--- src/rtl/mem_ctl.sv ---
// -----------------------------------------------------------------------------
// mem_ctl -- CPU-side memory responder driving an asynchronous SRAM.
//
// Accepts one access at a time from the instruction decoder's
// ram_read/ram_write handshake and runs it against the SRAM with a fixed
// number of extra wait states. Writes are posted: mem_busy covers the write
// plus one data-hold cycle, and the CPU only stalls if it issues another
// access in that window. Reads finish with a one-cycle mem_ready pulse and
// rdata holds the value until the next read completes.
//
// Every output is either a register or a decode of the state register, so
// there is no combinational path from any input to any output.
//
// Ports
//   clk         in   system clock, rising edge
//   rst         in   asynchronous reset, active-high
//   ram_read    in   read request, sampled only in IDLE
//   ram_write   in   write request, sampled only in IDLE (wins over read)
//   addr        in   request address
//   wdata       in   write data
//   mem_busy    out  access in progress, requests ignored while high
//   mem_ready   out  one-cycle pulse, rdata valid
//   rdata       out  registered read data
//   sram_addr   out  registered SRAM address
//   sram_dout   out  registered SRAM write data
//   sram_dq_oe  out  drive sram_dout onto the DQ bus
//   sram_din    in   SRAM read data
//   sram_ce_n   out  chip enable, active-low
//   sram_oe_n   out  output enable, active-low
//   sram_we_n   out  write enable, active-low
// -----------------------------------------------------------------------------
module mem_ctl #(
    parameter int ADDR_W      = 16,
    parameter int DATA_W      = 16,
    parameter int WAIT_STATES = 2     // legal range 0..15
) (
    input  logic              clk,
    input  logic              rst,
    input  logic              ram_read,
    input  logic              ram_write,
    input  logic [ADDR_W-1:0] addr,
    input  logic [DATA_W-1:0] wdata,
    output logic              mem_busy,
    output logic              mem_ready,
    output logic [DATA_W-1:0] rdata,
    output logic [ADDR_W-1:0] sram_addr,
    output logic [DATA_W-1:0] sram_dout,
    output logic              sram_dq_oe,
    input  logic [DATA_W-1:0] sram_din,
    output logic              sram_ce_n,
    output logic              sram_oe_n,
    output logic              sram_we_n
);

    // A zero-wait build still needs a one-bit counter to keep the datapath legal.
    localparam int CNT_W = (WAIT_STATES == 0) ? 1 : $clog2(WAIT_STATES + 1);
    localparam logic [CNT_W-1:0] CNT_LOAD = CNT_W'(WAIT_STATES);

    typedef enum logic [2:0] {
        S_IDLE,
        S_RD,
        S_RDY,
        S_WR,
        S_WREC
    } state_e;

    state_e            state_q, state_d;
    logic [CNT_W-1:0]  cnt_q,   cnt_d;
    logic [DATA_W-1:0] rdata_q, rdata_d;
    logic [ADDR_W-1:0] addr_q,  addr_d;
    logic [DATA_W-1:0] dout_q,  dout_d;

    // NOTE: state is updated only with non-blocking assignments so every
    // register in this block samples the pre-edge value of every other one.
    always_ff @(posedge clk or posedge rst) begin
        if (rst) begin
            state_q <= S_IDLE;
            cnt_q   <= '0;
            rdata_q <= '0;
            addr_q  <= '0;
            dout_q  <= '0;
        end else begin
            state_q <= state_d;
            cnt_q   <= cnt_d;
            rdata_q <= rdata_d;
            addr_q  <= addr_d;
            dout_q  <= dout_d;
        end
    end

    // NOTE: every signal written here gets its hold value first, so no path
    // through the case statement can leave one unassigned and infer a latch.
    always_comb begin
        state_d = state_q;
        cnt_d   = cnt_q;
        rdata_d = rdata_q;
        addr_d  = addr_q;
        dout_d  = dout_q;

        unique case (state_q)
            S_IDLE: begin
                // Write has priority; a simultaneous read is dropped and the
                // decoder is expected to hold it until it is accepted.
                if (ram_write) begin
                    addr_d  = addr;
                    dout_d  = wdata;
                    cnt_d   = CNT_LOAD;
                    state_d = S_WR;
                end else if (ram_read) begin
                    addr_d  = addr;
                    cnt_d   = CNT_LOAD;
                    state_d = S_RD;
                end
            end
            S_RD: begin
                if (cnt_q != '0) begin
                    cnt_d = cnt_q - CNT_W'(1);
                end else begin
                    rdata_d = sram_din;
                    state_d = S_RDY;
                end
            end
            S_RDY: begin
                state_d = S_IDLE;
            end
            S_WR: begin
                if (cnt_q != '0) begin
                    cnt_d = cnt_q - CNT_W'(1);
                end else begin
                    state_d = S_WREC;
                end
            end
            S_WREC: begin
                state_d = S_IDLE;
            end
            default: begin
                state_d = S_IDLE;
            end
        endcase
    end

    // Strobes decode from the state register alone, so an asynchronous reset
    // drops them in the same instant the state returns to IDLE.
    assign mem_busy   = (state_q == S_RD) || (state_q == S_WR) || (state_q == S_WREC);
    assign mem_ready  = (state_q == S_RDY);
    assign sram_ce_n  = !mem_busy;
    assign sram_oe_n  = (state_q != S_RD);
    assign sram_we_n  = (state_q != S_WR);
    // WREC keeps DQ driven one cycle past the we_n rising edge for data hold.
    assign sram_dq_oe = (state_q == S_WR) || (state_q == S_WREC);

    assign rdata     = rdata_q;
    assign sram_addr = addr_q;
    assign sram_dout = dout_q;

endmodule

--- config.mk ---
export PLATFORM = sky130hd
export DESIGN_NAME = mem_ctl
export DESIGN_NICKNAME = d
export VERILOG_FILES = /design/src/rtl/mem_ctl.sv
export SDC_FILE = /design/constraint.sdc
export NUM_CORES = 1
export LEC_CHECK = 0
export CAP_MARGIN = 20
export CELL_PAD_IN_SITES_DETAIL_PLACEMENT = 1
export CELL_PAD_IN_SITES_GLOBAL_PLACEMENT = 1
export CORE_ASPECT_RATIO = 0.75
export CORE_MARGIN = 8
export CORE_UTILIZATION = 31
export CTS_CLUSTER_SIZE = 12
export DETAILED_ROUTE_END_ITERATION = 6
export PLACE_DENSITY_LB_ADDON = 0.1
export SETUP_SLACK_MARGIN = 0.4
export SLEW_MARGIN = 30
export SYNTH_ARGS = -nofsm -noshare
export SYNTH_HDL_FRONTEND = slang
export SYNTH_SLANG_ARGS = --single-unit
--- constraint.sdc ---
create_clock -name clk -period 1.9 [get_ports clk]
set_input_delay 0.475 -clock clk [delete_from_list [all_inputs] [get_ports clk]]
set_output_delay 0.475 -clock clk [all_outputs]
set_load 0.1 [all_outputs]
; After elaboration in Yosys (flattened, before gate mapping)
; Cells that the tools add are included.
[op_classes]
add_sub_neg = 1
n_eq_ne = 10
n_mux = 11
bitwise_logic = 1
n_reduce_logical = 14
[ops]
columns = cell, n
row1 = $mux W16, 2
row2 = $mux W3, 4
row3 = $pmux W3 S3, 1
row4 = $eq A3 B2 Y1 const B, 2
row5 = $mux W2, 3
row6 = $reduce_and A2 Y1, 3
row7 = $reduce_and A3 Y1, 2
row8 = $reduce_bool A2 Y1, 3
row9 = $ne A2 B2 Y1 const B, 2
row10 = $pmux W2 S2, 1
row11 = $eq A3 B1 Y1 const B, 1
row12 = $eq A3 B3 Y1 const B, 1
row13 = $logic_not A3 Y1, 1
row14 = $logic_or A1 B1 Y1, 3
row15 = $ne A3 B1 Y1 const B, 1
row16 = $ne A3 B2 Y1 const B, 1
row17 = $ne A3 B3 Y1 const B, 1
row18 = $ne A2 B1 Y1 const B, 1
row19 = $reduce_or A2 Y1, 1
row20 = $sub A2 B1 Y2 const B, 1
row21 = $logic_not A1 Y1, 1
row22 = $not A1 Y1, 1
[totals]
reg_bits = 53
inputBits = 52
out_inout_bits = 54

; Longest topological paths before layout
[depth]
word_depth = 4
depth_mapped = 6
mapped_depth_nobuf = 5

; Worst setup path before layout
; OpenSTA, ideal clock, no wires.
[synth_path]
kind = register -> output
start = reg state_q[0]
end = out mem_busy
t_arrival_ns = 3.185
t_required_ns = 1.425
setup_slack_ns = -1.760
stages_incl_launch_ff = 5
n_path_buf = 1
cell_sequence = dfrtp_1 > buf_4 > nor2b_2 > a21oi_1 > inv_1
[synth_between]
elab_chain_len = 3
elab_cells_between_ends = 5
cone_classes = 3 x eq/ne / 2 x reduce/logical
[synth_lines]
columns = item, line_no
row1 = "start, declared", 67  ; state_e state_q, state_d;
row2 = "start signal, assigned", 83  ; state_q <= state_d;
row3 = $eq A3 B1 Y1 / $eq A3 B2 Y1 (equally long branches), 144  ; assign mem_busy = (state_q == S_RD) || (state_q == S_WR) || (state_q == S_WREC);
row4 = $logic_or A1 B1 Y1, 144
row5 = $logic_or A1 B1 Y1 (*), 144
row6 = "end, declared", 43  ; output logic mem_busy,
; Mark *: on every way between the ends. The rest lies on a longest branch, timed or not.

; Final worst setup path
[layout_path]
start = reg state_q[0]
end = out mem_ready
[layout_between]
elab_chain_len = 1
[layout_lines]
columns = item, line_no
row1 = $eq A3 B2 Y1, 145  ; assign mem_ready = (state_q == S_RDY);
row2 = "end, declared", 44  ; output logic mem_ready,
; Every way passes these cells.

==> out/qor.csv <==
metric,value,unit
status,"finished, final reports clean",
setup_viol,0,
max-cap-violations,0,
dr.pass1.iters,3,
seq_area_frac_synth,61.6,%
clockBufferDepth,2,
layout.cells.non_filler,352,
synth-main-ff-cell,dfrtp_1,
async_flop_share,100,%
synth.most_common_cell,dfrtp_1,
crit_arrival,1.36,ns
io_pins,106,
ys_types,22,
wl_per_cell,21.1,µm
critPathRequiredTime,1.42,ns
fin_crit,1.83,ns
slew_violations,0,
yosys.area.top_type,dfrtp_1,
vias_per_cell,4.61,
max_freq,0.546,GHz
syn_inst,137,
avgSynthCellArea,15.7,µm²
cts-buffers-inserted,5,
synth_compound_area_share,1.10,%
muxShareOfSynthArea,26.3,%
antenna_found_initial,0,
h-tree-depth,2,
cts-root-buf,clkbuf_8,
hold_buffers,0,
grt_setup_unrepaired,yes,
yosys.area_share.simple,6.50,%
first_global_vias,1874,
row_count,26,
synth_top_family_by_area,multiplexers,
die_y,88.2,µm
finClkSkew,0.00486,ns
clkLatencyLatePin,0.31,ns
slew-limit-headroom,70.5,%
critical_path_class,flop to output port,
synth-warning-count,0,
worstRegToRegCells,5,
grt_overflow,0,
synth_adder_area_share,0.581,%
synth_seq_cells,53,
ff2ff_setup_slack,0.10,ns
grtUsageTotal,14.7,%
synth_top_area_share,61.6,%
start_util,31.8,%
clkSinkCount,53,
synth_nets,190,
syn_area,0.00215,mm²
drc,0,
synth.area.top_cells,"dfrtp_1 (62%), mux2_2 (21%), mux2_4 (4.9%)",
synth-xor-area-share,0.407,%
cp_max_fo,5,
cts.clk_slew.worst_paths,0.09,ns
drt-initial-drc-count,45,
dp_hpwl,5200,µm
antennaDiodeCount,0,
gp_congestion,0.686,
area_growth,106,%
drive_above_1_share,56.3,%
synth_edf_count,0,
routed_wl,7440,µm
core_area,0.00677,mm²
grt_max_degree,21,
hold_class,input pin to asynchronous set/reset pin,
vias,1624,
ant_nets,0,
die_w,112,µm
netlist_top_cells_count,"dfrtp_1 (53), mux2_2 (41), mux2_4 (7)",
die-area,0.00990,mm²
regToRegEndpoint,rdata[15],
start_kind,flop,
final_hold_viol_count,0,
io_buffers,105,
reg2reg_from,state_q[2],
cts_tree,built,
cp-end-kind,output port,
worstMarginPinSlew,0.441,ns
placed_cells,329,
fin_crit_sh,96.3,%
nets,321,
grt_pass1_wl,11000,µm
-- state kept, by name, summed over array words and instances, names as in the netlist --
| name | flops |
|---|---|
| rdata | 16 |
| sram_addr | 16 |
| sram_dout | 16 |
| state_q | 3 |
| cnt_q | 2 |
-- through the flow --
stage	worst slack [ns]	setup TNS (ns)	cell area, µm²	hold WS (ns)	util [%]
finish	0.0697	0	4430	0.538	65.5
global route	0.00622	0	4430	0.565	65.5
CTS	0.0623	0	4330	0.518	64.1
detailed placement	-0.0514	-0.949	4080	0.498	60.3
global placement	-0.0175	-0.0886	4080	0.491	60.3
floorplan	-0.387	-0.387	2340	0.476	-
-- timing repair --
item	in CTS	in global routing
pin swaps	3	4
setup endpoints to repair	56	57
gates cloned	3	1
buffers inserted	6	6
gates resized for setup	17	8
-- routing by layer --
layer / share of wire (%) / track usage [%] / vias to the layer above
met5: 0 / 0 / -
met4: 0.77 / 3.66 / 0
met3: 9.1 / 7.37 / 5
met2: 47 / 22.7 / 66
met1: 43 / 17.9 / 823
li1: - / - / 730
-- cell families after synthesis --
logic type / after synthesis
XOR/XNOR: 1
AO/OA/AOI/OAI: 4
flip-flops: 53
AND/OR/NAND/NOR: 19
adder cells (fa/ha/maj): 1
multiplexers: 48
buffers and inverters: 11
-- cell usage in the layout, fill, tap and decap left out --
master           instances
clkinvlp_4               1
nor3b_1                  1
nand2_1                  3
nand2_8                  2
o21ai_1                  1
ha_1                     1
dlymetal6s2s_1           1
a21oi_4                  1
nor2_2                   1
o31a_1                   1
dlygate4sd2_1            1
a21oi_1                  1
nor2_4                   1
or2_2                    1
buf_4                   13
nor2_1                   1
bufbuf_16                1
nand2b_1                 2
inv_2                    1
dfrtp_1                 50
mux2_2                   7
clkbuf_8                 6
and3b_2                  1
clkbuf_16                2
nor3b_4                  2
buf_12                  59
mux2_4                  41
dfrtp_2                  3
and3_1                   1
nor2b_4                  1
xor2_1                   1
nor4b_4                  1
nor4_4                   1
clkdlybuf4s50_1         49
inv_1                    2
buf_6                    5
clkbuf_1                 1
-- worst max path at each step --
stage	from	to	slack, ns	cells past startpoint
after floorplan	state_q[0]	mem_busy	-0.39	4
after global placement	ram_write	sram_dout[13]	-0.02	4
after detailed placement	ram_write	sram_addr[15]	-0.05	5
after CTS	state_q[2]	sram_dq_oe	0.06	4
after global routing	state_q[2]	sram_dq_oe	0.006	4
final	state_q[0]	mem_ready	0.07	3
-- critical path, cell delays in order (launching register included) --
cell	delay, ns
dfrtp_2	0.45
buf_4	0.18
nor3b_4	0.22
buf_12	0.20
-- area by class of cell --
cell class              instances  area [µm²]
flip-flops and latches         53        1330
multi-input cells              73         962
fillers                       607        2330
inverters                       4        18.8
clock buffers                   7        86.3
well taps                      84         105
repair buffers                131        1930
Power is left out: the tool's default activity adds up to more than one toggle a clock period on the data nets, which glitch-free logic cannot reach.
